## src/rtl/if_fetch_queue.sv

```systemverilog
// if_fetch_queue: instruction fetch front end driving a 1-cycle ROM, buffering words in a DEPTH-entry FIFO with ID backpressure and redirect flush
module if_fetch_queue #(
    parameter int ADDR_W = 32,
    parameter int INST_W = 32,
    parameter int DEPTH = 4,
    parameter logic [ADDR_W-1:0] RESET_PC = '0
) (
    input  logic                     clk,
    input  logic                     rst,
    output logic [ADDR_W-1:0]        rom_addr_o,
    output logic                     rom_ce_o,
    input  logic [INST_W-1:0]        rom_data_i,
    input  logic                     redirect_i,
    input  logic [ADDR_W-1:0]        redirect_pc_i,
    output logic                     id_valid_o,
    input  logic                     id_ready_i,
    output logic [ADDR_W-1:0]        id_pc_o,
    output logic [INST_W-1:0]        id_inst_o,
    output logic [$clog2(DEPTH):0]   fq_count_o
);
    localparam int PW = $clog2(DEPTH);
    localparam int CW = PW + 1;
    localparam logic [ADDR_W-1:0] INC = ADDR_W'(INST_W / 8);

    logic [ADDR_W-1:0] r_fetch_pc;
    logic [ADDR_W-1:0] r_inflight_pc;
    logic              r_inflight;
    logic [PW-1:0]     r_wr_ptr;
    logic [PW-1:0]     r_rd_ptr;
    logic [CW-1:0]     r_count;
    logic [ADDR_W-1:0] r_pc_q [DEPTH];
    logic [INST_W-1:0] r_inst_q [DEPTH];
    logic [CW-1:0]     w_used;
    logic              w_push;
    logic              w_pop;

    // Credit counts the outstanding ROM read so a returning word always has a slot
    assign w_used = r_count + CW'(r_inflight);
    assign rom_ce_o = rst & ~redirect_i & (w_used < CW'(DEPTH));
    assign rom_addr_o = r_fetch_pc;
    assign w_push = r_inflight & ~redirect_i;
    assign w_pop = id_valid_o & id_ready_i & ~redirect_i;
    assign id_valid_o = r_count != '0;
    assign id_pc_o = id_valid_o ? r_pc_q[r_rd_ptr] : '0;
    assign id_inst_o = id_valid_o ? r_inst_q[r_rd_ptr] : '0;
    assign fq_count_o = r_count;

    // Fetch PC, in-flight tracking and queue pointers; redirect flushes everything
    always_ff @(posedge clk or negedge rst) begin
        if (!rst) begin
            r_fetch_pc <= RESET_PC;
            r_inflight_pc <= '0;
            r_inflight <= 1'b0;
            r_wr_ptr <= '0;
            r_rd_ptr <= '0;
            r_count <= '0;
        end else if (redirect_i) begin
            r_fetch_pc <= {redirect_pc_i[ADDR_W-1:2], 2'b00};
            r_inflight <= 1'b0;
            r_wr_ptr <= '0;
            r_rd_ptr <= '0;
            r_count <= '0;
        end else begin
            r_inflight <= rom_ce_o;
            if (rom_ce_o) begin
                r_inflight_pc <= r_fetch_pc;
                r_fetch_pc <= r_fetch_pc + INC;
            end
            if (w_push) r_wr_ptr <= r_wr_ptr + PW'(1);
            if (w_pop) r_rd_ptr <= r_rd_ptr + PW'(1);
            r_count <= r_count + CW'(w_push) - CW'(w_pop);
        end
    end

    // Queue storage; contents are only visible while the entry is counted
    always_ff @(posedge clk) begin
        if (w_push) begin
            r_pc_q[r_wr_ptr] <= r_inflight_pc;
            r_inst_q[r_wr_ptr] <= rom_data_i;
        end
    end
endmodule
```

## config.mk

```make
export PLATFORM = sky130hd
export DESIGN_NAME = if_fetch_queue
export DESIGN_NICKNAME = d
export VERILOG_FILES = /design/src/rtl/if_fetch_queue.sv
export SDC_FILE = /design/constraint.sdc
export NUM_CORES = 1
export LEC_CHECK = 0
export ABC_AREA = 1
export CAP_MARGIN = 20
export CORE_ASPECT_RATIO = 0.9
export CORE_MARGIN = 2
export CORE_UTILIZATION = 59
export DETAILED_ROUTE_END_ITERATION = 10
export PLACE_DENSITY = 0.95
export SYNTH_ARGS = -nofsm -noshare
export SYNTH_HDL_FRONTEND = slang
export SYNTH_SLANG_ARGS = --single-unit
export TNS_END_PERCENT = 100
```

## constraint.sdc

```tcl
create_clock -name clk -period 7.4 [get_ports clk]
set_clock_uncertainty 0.2 [all_clocks]
set_input_delay 2.22 -clock clk [delete_from_list [all_inputs] [get_ports clk]]
set_output_delay 2.22 -clock clk [all_outputs]
set_load 0.01 [all_outputs]
```

==> results.json <==
{
  "yosysSeqAreaShare_pct": 68.55,
  "finalMaxSlewViolations": 0,
  "reg2reg_to": "fq_count_o[2]",
  "synth.most_common_cell": "nor2_1",
  "grt_use_total_pct": 26.26,
  "hold_buffers": 0,
  "via_per_inst": 5.620,
  "antenna_found_initial": 0,
  "cts_buffer_depth": 3,
  "ys_top_cells_by_area": "edfxtp_1 (56%), dfrtp_1 (13%), nor2_1 (8.2%), o21ai_0 (6.1%), nand2_1 (5.7%)",
  "final_cells": 1740,
  "cts_root_buf": "clkbuf_16",
  "yosys.area.top_type": "edfxtp_1",
  "hp-start": "r_inflight_pc[20]",
  "synth_top_area_share_pct": 55.80,
  "antenna_left": 0,
  "hold_viol_final": 0,
  "num_vias": 9779,
  "fp-row-count": 52,
  "power_uw": 5401,
  "dieArea_um2": 23840,
  "ys_types": 28,
  "ios": 169,
  "max_cap_viol_count": 0,
  "start_kind": "primary input",
  "fillCellCount": 1449,
  "numCtsBuffers": 30,
  "core-area_um2": 22320,
  "ir_worst_vdd_v": 0.0001956,
  "antenna_cells": 0,
  "whs_endpoint": "r_pc_q[2][20]",
  "cts_resized": 0,
  "place_congestion": 0.8619,
  "syn_inst": 1274,
  "clock-sinks": 316,
  "fmax_mhz": 167.3,
  "critPathMaxFanout": 2,
  "slew_headroom_pct": 34.85,
  "min_period_over_period_pct": 80.80,
  "drt_iter0_markers": 1075,
  "finalSetupViolCount": 0,
  "tns_ps": 0,
  "syn-cell-area_um2": 13350,
  "critPathSlowestCell": "clkdlybuf4s50_1",
  "cts_setup_buffers": 0,
  "synth_area_per_cell_um2": 10.48,
  "grt_pass1_vias": 9807,
  "globalRouteOverflowTotal": 0,
  "synth-seq-cells": 316,
  "min_period_ps": 5979,
  "cpPeakStageDelay_ps": 560,
  "power.density_nw_per_um2": 332.8,
  "crit_type": "in -> out",
  "whs_path_depth": 0,
  "drive_gt1_share_pct": 5.821,
  "status": "finished clean",
  "path_cells": "clkdlybuf4s50_1 -> nor2_1 -> nand3_2 -> inv_1 -> clkdlybuf4s50_1",
  "cp.arrival_ps": 3560,
  "fp.dieH_um": 146.7,
  "synthTopCellsByCount": "nor2_1 (291), edfxtp_1 (248), nand2_1 (202)",
  "hp-class": "reg -> reg",
  "cp.required_ps": 4980,
  "rsz0062_at_grt": "false",
  "rr_worst_depth": 13,
  "ys.flop_type": "edfxtp_1",
  "post-route-util_pct": 72.72,
  "post_drt_wl_per_cell_um": 17.99,
  "async_reset_ff_share_pct": 21.52,
  "drt_pass1_iterations": 6,
  "clk_latency_ps": 550,
  "clk_pin_slew_worst_paths_ps": 60,
  "grt_pass1_wl_um": 49170,
  "finalWorstSetupSlack_ps": 1421,
  "dp_hpwl_um": 18710,
  "p_leak_uw": 0.006093,
  "reg2reg_slack_ps": 4160,
  "cp-end-kind": "output port",
  "numPortBuffers": 162,
  "dpl.cell_count": 1683,
  "cts_max_level": 1,
  "nets": 1496,
  "initial_core_util_pct": 59.80,
  "grt_start_max_net_pins": 80,
  "cts_tree": "done",
  "dp_slack_ps": 1401,
  "drt-total-wl_um": 31300,
  "die_w_um": 162.5,
  "area_growth_syn_to_layout_pct": 21.60,
  "r2r_start": "fq_count_o[1]",
  "worst_pin_slew_ps": 974.9,
  "drc_errors": 0,
  "crit_path_frequent_cell": "clkdlybuf4s50_1",
  "synth_edf_count": 248,
  "ys_warn_count": 0
}
## worst max-delay path, delay by kind of cell
| kind | cells | cell delay [ps] |
|---|---|---|
| buf+inv | 3 | 1110 |
| simple gates | 2 | 230 |
## layout by cell type, fill, tap and decap left out, types with 31 or more instances in the layout
master / count
nand2_1: 202
edfxtp_1: 248
nor2_1: 287
dfrtp_1: 66
inv_1: 70
clkdlybuf4s50_1: 161
clkbuf_16: 31
a21oi_1: 65
o21ai_0: 162
nand3_1: 64
## registers in the layout, indices dropped and copies added (netlist names)
| name | cells |
|---|---|
| rom_addr_o | 30 |
| r_inst_q | 128 |
| r_inflight_pc | 30 |
| r_inflight | 1 |
| r_rd_ptr | 2 |
| fq_count_o | 3 |
| r_wr_ptr | 2 |
| r_pc_q | 120 |
## logic make-up (layout without fill, tap and decap cells)
kind of cell | Yosys count | in the layout | share of synthesized area [%]
buffers and inverters | 141 | 307 | 4.463
flip-flops | 316 | 316 | 68.55
AND/OR/NAND/NOR | 572 | 572 | 17.07
AO/OA/AOI/OAI | 230 | 230 | 8.682
adder cells (fa/ha/maj) | 8 | 8 | 0.8063
XOR/XNOR | 6 | 6 | 0.3938
other | 1 | 4 | 0.02810
## report_power, final
group	switching, uW	leakage, uW	internal, uW	total, uW
clock	637	0.000471	877	1510
combinational	862	0.00253	660	1520
sequential	214	0.00309	2150	2370
total	1710	0.00609	3690	5400
## per-layer routing
metal,routed length (um),track usage [%]
met3,2398,3.807
met4,1071,9.912
met5,0,0
met2,15550,45.79
met1,12270,33.57
## metrics by stage
stage	instance area (um2)	hold slack [ps]
after global routing	16230	335.8
after floorplan	13360	276.3
after global placement	15200	291.3
after detailed placement	15200	303.5
final	16230	318.1
after CTS	16190	319.7
## how the worst max path moves through the flow
stage | from | to | depth (start not counted)
final | redirect_i | rom_ce_o | 5
after global routing | redirect_i | rom_ce_o | 5
after CTS | redirect_i | rom_ce_o | 5
after detailed placement | redirect_i | rom_ce_o | 5
after global placement | redirect_i | rom_ce_o | 5
after floorplan | redirect_i | r_inst_q[0][0] | 4
## cell type report
| type | count | area, um2 | area share [%] |
|---|---|---|---|
| inverters | 74 | 277.8 | 1.712 |
| clock buffers | 35 | 800.8 | 4.934 |
| flip-flops and latches | 316 | 9154 | 56.41 |
| well taps | 297 | 371.6 | 2.290 |
| repair buffers | 178 | 1787 | 11.01 |
| multi-input cells | 820 | 3652 | 22.51 |
| clock inverters | 20 | 185.2 | 1.141 |
Power figures use the tool's default switching activity.
